[src/rtl/btn_mode_ctrl.sv]
// btn_mode_ctrl: debounces four raw buttons, classifies short/long L presses
// and runs the watch / stopwatch / time-set mode FSM with registered outputs.
// Ports: clk, rst (async active-low), btnL/btnR/btnU/btnD raw inputs;
//        sel (0 watch, 1 stopwatch), set_mode, wt_field (0 none, 1 h, 2 m, 3 s),
//        wt_up/wt_down, sw_runstop/sw_clear one-cycle command pulses.
// Build option: AUTO_REPEAT_EN adds U/D auto-repeat while held in SET states.
module btn_mode_ctrl #(
    parameter int DB_CYC   = 1_000_000,
    parameter int LONG_CYC = 100_000_000,
    parameter int RPT_CYC  = 20_000_000
) (
    input  logic       clk,
    input  logic       rst,
    input  logic       btnL,
    input  logic       btnR,
    input  logic       btnU,
    input  logic       btnD,
    output logic       sel,
    output logic       set_mode,
    output logic [1:0] wt_field,
    output logic       wt_up,
    output logic       wt_down,
    output logic       sw_runstop,
    output logic       sw_clear
);

    localparam int DBW = (DB_CYC > 1) ? $clog2(DB_CYC) : 1;
    localparam int HW  = $clog2(LONG_CYC + 1);
    localparam logic [DBW-1:0] DB_LAST = DBW'(DB_CYC - 1);
    localparam logic [HW-1:0]  H_LONG  = HW'(LONG_CYC);

    typedef enum logic [2:0] {
        S_WATCH, S_SW, S_HOUR, S_MIN, S_SEC
    } state_t;

    // bit order: 0 = L, 1 = R, 2 = U, 3 = D
    logic [3:0]     w_raw;
    logic [3:0]     r_sy1, r_sy2, r_deb, r_deb_d;
    logic [DBW-1:0] r_dbc [4];
    logic [3:0]     w_rise, w_fall;

    assign w_raw  = {btnD, btnU, btnR, btnL};
    assign w_rise = r_deb & ~r_deb_d;
    assign w_fall = ~r_deb & r_deb_d;

    // Any sample equal to the current debounced level restarts the count.
    always_ff @(posedge clk or negedge rst) begin
        if (!rst) begin
            r_sy1   <= '0;
            r_sy2   <= '0;
            r_deb   <= '0;
            r_deb_d <= '0;
            for (int i = 0; i < 4; i++) r_dbc[i] <= '0;
        end else begin
            r_sy1   <= w_raw;
            r_sy2   <= r_sy1;
            r_deb_d <= r_deb;
            for (int i = 0; i < 4; i++) begin
                if (r_sy2[i] == r_deb[i]) begin
                    r_dbc[i] <= '0;
                end else if (r_dbc[i] == DB_LAST) begin
                    r_deb[i] <= r_sy2[i];
                    r_dbc[i] <= '0;
                end else begin
                    r_dbc[i] <= r_dbc[i] + DBW'(1);
                end
            end
        end
    end

    // L hold counter; r_at_l remembers that the long event already fired.
    logic [HW-1:0] r_hold_l;
    logic          r_at_l;
    logic          w_at_l, w_l_long, w_l_short, w_l_any;

    assign w_at_l    = r_deb[0] && (r_hold_l == H_LONG);
    assign w_l_long  = w_at_l && !r_at_l;
    assign w_l_short = w_fall[0] && !r_at_l;
    assign w_l_any   = w_l_long || w_l_short;

    always_ff @(posedge clk or negedge rst) begin
        if (!rst) begin
            r_hold_l <= '0;
            r_at_l   <= 1'b0;
        end else begin
            r_at_l <= w_at_l;
            if (!r_deb[0])
                r_hold_l <= '0;
            else if (r_hold_l != H_LONG)
                r_hold_l <= r_hold_l + HW'(1);
        end
    end

    // U/D repeat events, index 0 = U, 1 = D.
    logic [1:0] w_rep;
`ifdef AUTO_REPEAT_EN
    localparam int RW = $clog2(RPT_CYC + 1);
    localparam logic [RW-1:0] R_PER = RW'(RPT_CYC);

    logic [HW-1:0] r_hold_ud [2];
    logic [RW-1:0] r_rpt [2];
    logic [1:0]    r_at_ud;
    logic [1:0]    w_at_ud;

    always_comb begin
        w_at_ud = '0;
        w_rep   = '0;
        for (int j = 0; j < 2; j++) begin
            w_at_ud[j] = r_deb[2+j] && (r_hold_ud[j] == H_LONG);
            w_rep[j]   = (w_at_ud[j] && !r_at_ud[j])
                      || (r_deb[2+j] && (r_rpt[j] == R_PER));
        end
    end

    // r_rpt counts cycles since the last repeat; 0 means not started.
    always_ff @(posedge clk or negedge rst) begin
        if (!rst) begin
            r_at_ud <= '0;
            for (int j = 0; j < 2; j++) begin
                r_hold_ud[j] <= '0;
                r_rpt[j]     <= '0;
            end
        end else begin
            r_at_ud <= w_at_ud;
            for (int j = 0; j < 2; j++) begin
                if (!r_deb[2+j]) begin
                    r_hold_ud[j] <= '0;
                    r_rpt[j]     <= '0;
                end else begin
                    if (r_hold_ud[j] != H_LONG)
                        r_hold_ud[j] <= r_hold_ud[j] + HW'(1);
                    if (w_rep[j])
                        r_rpt[j] <= RW'(1);
                    else if (r_rpt[j] != '0)
                        r_rpt[j] <= r_rpt[j] + RW'(1);
                end
            end
        end
    end
`else
    assign w_rep = 2'b00;
`endif

    state_t     r_state, w_next;
    logic       w_chg, w_in_set;
    logic [1:0] r_blk;
    logic [1:0] w_ud_ev;
    logic       w_r_ev, w_u_ev, w_d_ev;

    assign w_chg    = (w_next != r_state);
    assign w_in_set = (r_state == S_HOUR) || (r_state == S_MIN)
                   || (r_state == S_SEC);

    // Held U/D across a mode change stay muted until released;
    // U+D together mute both.
    assign w_ud_ev = (w_rise[3:2] | w_rep) & ~r_blk
                   & {2{~&r_deb[3:2]}};
    assign w_r_ev  = w_rise[1] && !w_l_any;
    assign w_u_ev  = w_ud_ev[0] && !w_l_any && !w_rise[1];
    assign w_d_ev  = w_ud_ev[1] && !w_l_any && !w_rise[1];

    always_ff @(posedge clk or negedge rst) begin
        if (!rst)
            r_blk <= '0;
        else if (w_chg)
            r_blk <= r_deb[3:2];
        else
            r_blk <= r_blk & r_deb[3:2];
    end

    logic       r_sel, r_set, r_up, r_dn, r_rs, r_clr;
    logic [1:0] r_fld;
    logic       w_sel_n, w_set_n, w_up_n, w_dn_n, w_rs_n, w_clr_n;
    logic [1:0] w_fld_n;

    always_ff @(posedge clk or negedge rst) begin
        if (!rst) begin
            r_state <= S_WATCH;
            r_sel   <= 1'b0;
            r_set   <= 1'b0;
            r_fld   <= 2'd0;
            r_up    <= 1'b0;
            r_dn    <= 1'b0;
            r_rs    <= 1'b0;
            r_clr   <= 1'b0;
        end else begin
            r_state <= w_next;
            r_sel   <= w_sel_n;
            r_set   <= w_set_n;
            r_fld   <= w_fld_n;
            r_up    <= w_up_n;
            r_dn    <= w_dn_n;
            r_rs    <= w_rs_n;
            r_clr   <= w_clr_n;
        end
    end

    always_comb begin
        w_next = r_state;
        unique case (r_state)
            S_WATCH: begin
                if (w_l_long)       w_next = S_SW;
                else if (w_l_short) w_next = S_HOUR;
            end
            S_SW: begin
                if (w_l_long) w_next = S_WATCH;
            end
            S_HOUR: begin
                if (w_l_short)   w_next = S_MIN;
                else if (w_r_ev) w_next = S_WATCH;
            end
            S_MIN: begin
                if (w_l_short)   w_next = S_SEC;
                else if (w_r_ev) w_next = S_WATCH;
            end
            S_SEC: begin
                if (w_l_short || w_r_ev) w_next = S_WATCH;
            end
            default: w_next = S_WATCH;
        endcase
    end

    always_comb begin
        w_sel_n = 1'b0;
        w_set_n = 1'b0;
        w_fld_n = 2'd0;
        unique case (w_next)
            S_SW:   w_sel_n = 1'b1;
            S_HOUR: begin w_set_n = 1'b1; w_fld_n = 2'd1; end
            S_MIN:  begin w_set_n = 1'b1; w_fld_n = 2'd2; end
            S_SEC:  begin w_set_n = 1'b1; w_fld_n = 2'd3; end
            default: ;
        endcase
        w_clr_n = (r_state == S_SW) && w_l_short;
        w_rs_n  = (r_state == S_SW) && w_r_ev;
        w_up_n  = w_in_set && w_u_ev;
        w_dn_n  = w_in_set && w_d_ev;
    end

    assign sel        = r_sel;
    assign set_mode   = r_set;
    assign wt_field   = r_fld;
    assign wt_up      = r_up;
    assign wt_down    = r_dn;
    assign sw_runstop = r_rs;
    assign sw_clear   = r_clr;

endmodule

[config.mk]
export PLATFORM = sky130hd
export DESIGN_NAME = btn_mode_ctrl
export DESIGN_NICKNAME = d
export VERILOG_FILES = /design/src/rtl/btn_mode_ctrl.sv
export SDC_FILE = /design/constraint.sdc
export NUM_CORES = 1
export LEC_CHECK = 0
export ABC_AREA = 1
export CORE_MARGIN = 3
export CORE_UTILIZATION = 45
export CTS_CLUSTER_SIZE = 12
export DETAILED_ROUTE_END_ITERATION = 10
export PLACE_DENSITY_LB_ADDON = 0.15
export REMOVE_ABC_BUFFERS = 1
export SYNTH_ARGS = -nofsm -noshare
export SYNTH_HDL_FRONTEND = slang
export SYNTH_SLANG_ARGS = --single-unit
export TNS_END_PERCENT = 50
[constraint.sdc]
create_clock -name clk -period 2.7 [get_ports clk]
set_input_delay 0.54 -clock clk [delete_from_list [all_inputs] [get_ports clk]]
set_output_delay 0.54 -clock clk [all_outputs]
set_load 0.02 [all_outputs]
# Yosys cells after proc, flatten, opt, wreduce, memory -nomap -nowiden
# Index checks and enable logic that the tools add are counted.
dict set report word_totals {
  ff_bits 137
  input_bits 6
  wordCells 108
}
dict set report op_classes {
  add_sub_neg 5
  eq_ne 20
  n_mux 22
  bitwise_logic 12
  reduce_logical 27
}
# operator count
set ops {}
lappend ops {{20-bit 2-to-1 mux} 8}
lappend ops {{20-bit by 1-bit adder with 20-bit output, second input constant} 4}
lappend ops {{20-bit == test, second input constant} 4}
lappend ops {{27-bit 2-to-1 mux} 2}
lappend ops {{27-bit by 1-bit adder with 27-bit output, second input constant} 1}
lappend ops {{27-bit == test, second input constant} 1}
lappend ops {{27-bit != test, second input constant} 1}
lappend ops {{3-bit 2-to-1 mux} 7}
lappend ops {{3-bit case mux with 5 select lines} 1}
lappend ops {{3-bit by 2-bit == test with 1-bit output, second input constant} 4}
lappend ops {{1-bit logical AND} 12}
lappend ops {{2-bit AND reduction} 5}
lappend ops {{2-bit AND} 3}
lappend ops {{3-bit by 1-bit == test with 1-bit output, second input constant} 2}
lappend ops {{3-bit == test, second input constant} 2}
lappend ops {{2-bit case mux with 3 select lines} 1}
lappend ops {{1-bit inverter} 5}
lappend ops {{4-bit AND} 1}
lappend ops {{1-bit == test} 4}
lappend ops {{1-bit logical NOT} 4}
lappend ops {{1-bit logical OR} 4}
lappend ops {{4-bit inverter} 1}
lappend ops {{3-bit logical NOT} 1}
lappend ops {{3-bit != test} 1}
lappend ops {{6 further kinds} 7}

# Longest topological paths before layout
dict set report logic_depth {
  depth_word 12
  depth_mapped 17
}

# Worst setup path after synthesis
# OpenSTA, ideal clock, no wires.
dict set report synth_timing {
  path_kind {flip-flop to flip-flop}
  start {register r_hold_l[0]}
  end {register r_blk[0]}
  arrival_time_ns 1.583
  required_time_ns 2.583
  path_slack_ns 1.001
  path_stages_with_launch 18
  n_path_buf 0
  path_cell_list {dfrtp_1 -> inv_1 -> ha_1 -> nand2_1 -> inv_1 -> nand2_1 -> nor2_2 -> nand2_1 -> nor2_2 -> nand3_2 -> nand3_2 -> nand2_2 -> nand2_1 -> nand2_2 -> nor2_4 -> nand2_2 -> nand2_1 -> nand2_1}
}
dict set report synth_between {
  elab_chain_cells 11
}
# element line_no
set synth_lines {}
lappend synth_lines {{start: declaration} 72} ;# logic [HW-1:0] r_hold_l;
lappend synth_lines {{start signal: assignment} 90} ;# r_hold_l <= r_hold_l + HW'(1);
lappend synth_lines {{27-bit == test *} 76} ;# assign w_at_l = r_deb[0] && (r_hold_l == H_LONG);
lappend synth_lines {{1-bit logical AND *} 76}
lappend synth_lines {{1-bit logical AND *} 77} ;# assign w_l_long = w_at_l && !r_at_l;
lappend synth_lines {{1-bit logical OR} 79} ;# assign w_l_any = w_l_long || w_l_short;
lappend synth_lines {{1-bit logical NOT} 158} ;# assign w_r_ev = w_rise[1] && !w_l_any;
lappend synth_lines {{1-bit logical AND} 158}
lappend synth_lines {{3-bit 2-to-1 mux or 1-bit logical OR (tied branches)} {210, 214, 217}}
lappend synth_lines {{3-bit 2-to-1 mux (on tied branches)} {213, 209, 217}}
lappend synth_lines {{3-bit case mux with 5 select lines *} 200} ;# unique case (r_state)
lappend synth_lines {{3-bit != test *} 150} ;# assign w_chg = (w_next != r_state);
lappend synth_lines {{2-bit 2-to-1 mux *} 165} ;# else if (w_chg)
lappend synth_lines {{end signal: assignment} 166} ;# r_blk <= r_deb[3:2];
lappend synth_lines {{end signal: assignment} 168} ;# r_blk <= r_blk & r_deb[3:2];
lappend synth_lines {{end: declaration} 146} ;# logic [1:0] r_blk;
# Mark *: on every way between the ends. The rest lies on a longest branch, timed or not.
# A chain may end at the register's enable or synchronous reset.

# Final worst setup path
dict set report layout_timing {
  start {register r_deb[0]}
  end {register r_blk[0]}
}
dict set report layout_between {
  elab_chain_cells 11
}
# element line_no
set layout_lines {}
lappend layout_lines {{start: declaration} 38} ;# logic [3:0] r_sy1, r_sy2, r_deb, r_deb_d;
lappend layout_lines {{start signal: indexed assignment} 62} ;# r_deb[i] <= r_sy2[i];
lappend layout_lines {{1-bit inverter} 44} ;# assign w_fall = ~r_deb & r_deb_d;
lappend layout_lines {{1-bit AND} 44}
lappend layout_lines {{1-bit logical AND} 78} ;# assign w_l_short = w_fall[0] && !r_at_l;
lappend layout_lines {{1-bit logical OR} 79}
lappend layout_lines {{1-bit logical NOT} 158}
lappend layout_lines {{1-bit logical AND} 158}
lappend layout_lines {{3-bit 2-to-1 mux or 1-bit logical OR (tied branches)} {210, 214, 217}}
lappend layout_lines {{3-bit 2-to-1 mux (on tied branches)} {213, 209, 217}}
lappend layout_lines {{3-bit case mux with 5 select lines *} 200}
lappend layout_lines {{3-bit != test *} 150}
lappend layout_lines {{2-bit 2-to-1 mux *} 165}
# Marks and branches as above.

==> impl_metrics.json <==
{
  "swShare": 0.212,
  "vias": 5287,
  "min_period_ps": 2020,
  "ctsResizeCount": 0,
  "worstPathCellList": "buf_4 -> inv_1 -> nand3_2 -> inv_1 -> nand2_1 -> nand2_1 -> a21oi_1 -> nand2_2 -> nand3_1 -> nand2_2 -> nand2_2 -> nand2_1 -> nand2_1",
  "rrSetupSlack_ps": 680,
  "relSlewSlack": 0.652,
  "fin_skew_ps": 6.16,
  "setup_violations": 0,
  "crit_type": "reg -> reg",
  "hp-class": "in -> async",
  "synth_common_cells": "dfrtp_1, inv_1, nand2_1, nor2_1, a21oi_1",
  "totalPowerFinal_mw": 4.32,
  "cpMaxStageDelayCell": "dfrtp_1",
  "fp-row-count": 44,
  "cts.path.max_buffers": 2,
  "synthTopCellsByArea": "dfrtp_1, inv_1, nand2_1, nor2_1, a21oi_1",
  "p_seq_frac": 0.483,
  "timing.rr.start": "r_deb[0]$_DFFE_PN0P_",
  "die_area_um2": 16700,
  "wl_mm": 13.2,
  "hold_buffers": 0,
  "placed_area_um2": 7220,
  "cp-end-kind": "flop",
  "grt_use_total": 0.174,
  "initialDrtViolationCount": 327,
  "yosysTopAreaCellShare": 0.501,
  "fin_crit_sh": 0.747,
  "ys_warn_count": 0,
  "antenna_found_initial": 0,
  "critPathBufInv": 3,
  "grt_pass1_vias": 5234,
  "avgSynthCellArea_um2": 8.50,
  "synth_ff_type": "dfrtp_1",
  "p_leak_nw": 3.44,
  "clock-sinks": 137,
  "status": "completed",
  "path_clk_slew_ps": 50,
  "startpoint": "r_deb[0]$_DFFE_PN0P_",
  "p_switching_mw": 0.914,
  "post-route-drc-count": 0,
  "io_buffer_count": 13,
  "yosysMostFrequentCell": "dfrtp_1",
  "cts_htree_levels": 4,
  "combPwrFrac": 0.026,
  "critPathMaxStageDelay_ps": 380,
  "place_congestion": 0.905,
  "clkPwrFrac": 0.492,
  "ys_seq_area_frac": 0.501,
  "drive_above_1_share": 0.123,
  "cts_buffers": 17,
  "wl_per_cell_um": 12.8,
  "critical_path_peak_fanout": 11,
  "worstPathArrival_ps": 2320,
  "power.density_nw_per_um2": 557,
  "start_util": 0.465,
  "peakVddDrop_mv": 0.445,
  "maxCapViolations": 0,
  "vias_per_cell": 5.12,
  "ios": 14,
  "core_area_um2": 14700,
  "clk_latency_ps": 420,
  "dieHeight_um": 129,
  "path_depth": 13,
  "endpoint": "r_blk[0]$_DFF_PN0_",
  "async_flop_share": 1.00,
  "clock-root-buffer": "clkbuf_16",
  "cp-start-kind": "flop",
  "final_max_slew_viol_count": 0,
  "ys_types": 39,
  "hpwl_mm": 9.50,
  "hold_viol": 0,
  "fin_nets": 847,
  "synth_edf_count": 0,
  "yosys.area.top_type": "dfrtp_1",
  "tightestPinTransition_ps": 521,
  "syn_inst": 805,
  "tns_ps": 0,
  "postCtsSetupRepairBufs": 0,
  "ys_ff_latch": 137,
  "rsz0062_at_grt": "false",
  "cp.required_ps": 3000,
  "reg2reg_depth": 13,
  "fmax_mhz": 496,
  "design_area_um2": 7760,
  "rr_endpoint": "r_blk[0]$_DFF_PN0_",
  "gr-total-overflow": 0,
  "grt_pass1_wl_mm": 23.6,
  "detail-route-antenna-nets": 0,
  "syn_area_um2": 6840,
  "timing.hold.ws_ps": 78.7,
  "die_w_um": 129,
  "cp_common_cell": "nand2_1",
  "syn2layout_area_growth_pct": 13.4,
  "grt_max_degree": 59,
  "cts_tree": "done",
  "path_delay_family": "simple AND/OR/NAND/NOR gates",
  "diodes": 0,
  "dr.pass1.iters": 5,
  "p_int_mw": 3.41
}
## kinds of logic after synthesis
kind of cell,count (synthesis),share of synthesized area
adder cells (fa/ha/maj),6,0.0110
multiplexers,3,0.00494
XOR/XNOR,24,0.0307
buffers and inverters,131,0.0726
flip-flops,137,0.501
AND/OR/NAND/NOR,405,0.302
AO/OA/AOI/OAI,99,0.0777
## cells in the final DEF, fill, tap and decap left out, types with 27 or more instances in the layout
cell type  Yosys  layout
nand3_1       37      37
o21ai_0       30      30
dfrtp_1      137     137
nor2_1       108     108
nor3_1        27      27
a21oi_1       55      55
nand2_1      113     113
nand4_1       32      32
inv_1        117     117
## routing by layer
| layer | global-route usage | vias up | part of all wire | wire length (um) |
|---|---|---|---|---|
| li1 | - | 2695 | - | - |
| met5 | 0 | - | 0 | 0 |
| met3 | 0.0437 | 18 | 0.031 | 409 |
| met1 | 0.239 | 2490 | 0.50 | 6670 |
| met4 | 0.0667 | 0 | 0.015 | 198 |
| met2 | 0.266 | 84 | 0.45 | 5940 |
## stage by stage
step | cells | utilization | worst slack [ps]
after floorplan | 799 | - | 793
after global placement | 1000 | 0.491 | 776
after detailed placement | 1000 | 0.491 | 703
after CTS | 1032 | 0.528 | 692
after global routing | 1032 | 0.528 | 450
final | 1032 | 0.528 | 682
## worst min path at each step
stage	end	startpoint	slack [ps]	depth (start not counted)
finish	r_hold_l[18]$_DFFE_PN0P_	rst	80	1
global route	r_hold_l[12]$_DFFE_PN0P_	rst	100	1
CTS	r_hold_l[12]$_DFFE_PN0P_	rst	80	1
detailed placement	r_sy2[2]$_DFF_PN0_	r_sy1[2]$_DFF_PN0_	340	0
global placement	r_sy2[1]$_DFF_PN0_	r_sy1[1]$_DFF_PN0_	330	0
floorplan	r_at_l$_DFF_PN0_	rst	240	0
## registers in the layout, indices dropped and copies added (netlist names)
signal      cells
set_mode        1
r_deb           4
wt_field        2
r_dbc          80
sel             1
sw_clear        1
sw_runstop      1
r_hold_l       27
r_sy2           4
r_sy1           4
r_deb_d         4
wt_down         1
r_state         3
wt_up           1
r_blk           2
r_at_l          1
## power groups by stage
stage | clock [mW] | sequential, mW | combinational (mW)
final | 2.13 | 2.09 | 0.110
after global routing | 2.28 | 2.09 | 0.132
after CTS | 2.19 | 2.09 | 0.116
after detailed placement | 0 | 2.12 | 0.115
after global placement | 0 | 2.12 | 0.112
after floorplan | 0 | 2.12 | 0.0463
## cell type report
class	instances	area [um2]
Clock buffer	23	468
Clock inverter	9	73.8
Fill cell	1328	6940
Inverter	125	469
Multi-Input combinational cell	537	2920
Sequential cell	137	3430
Tap cell	184	230
Timing Repair Buffer	17	174
Power figures use the tool's default switching activity.
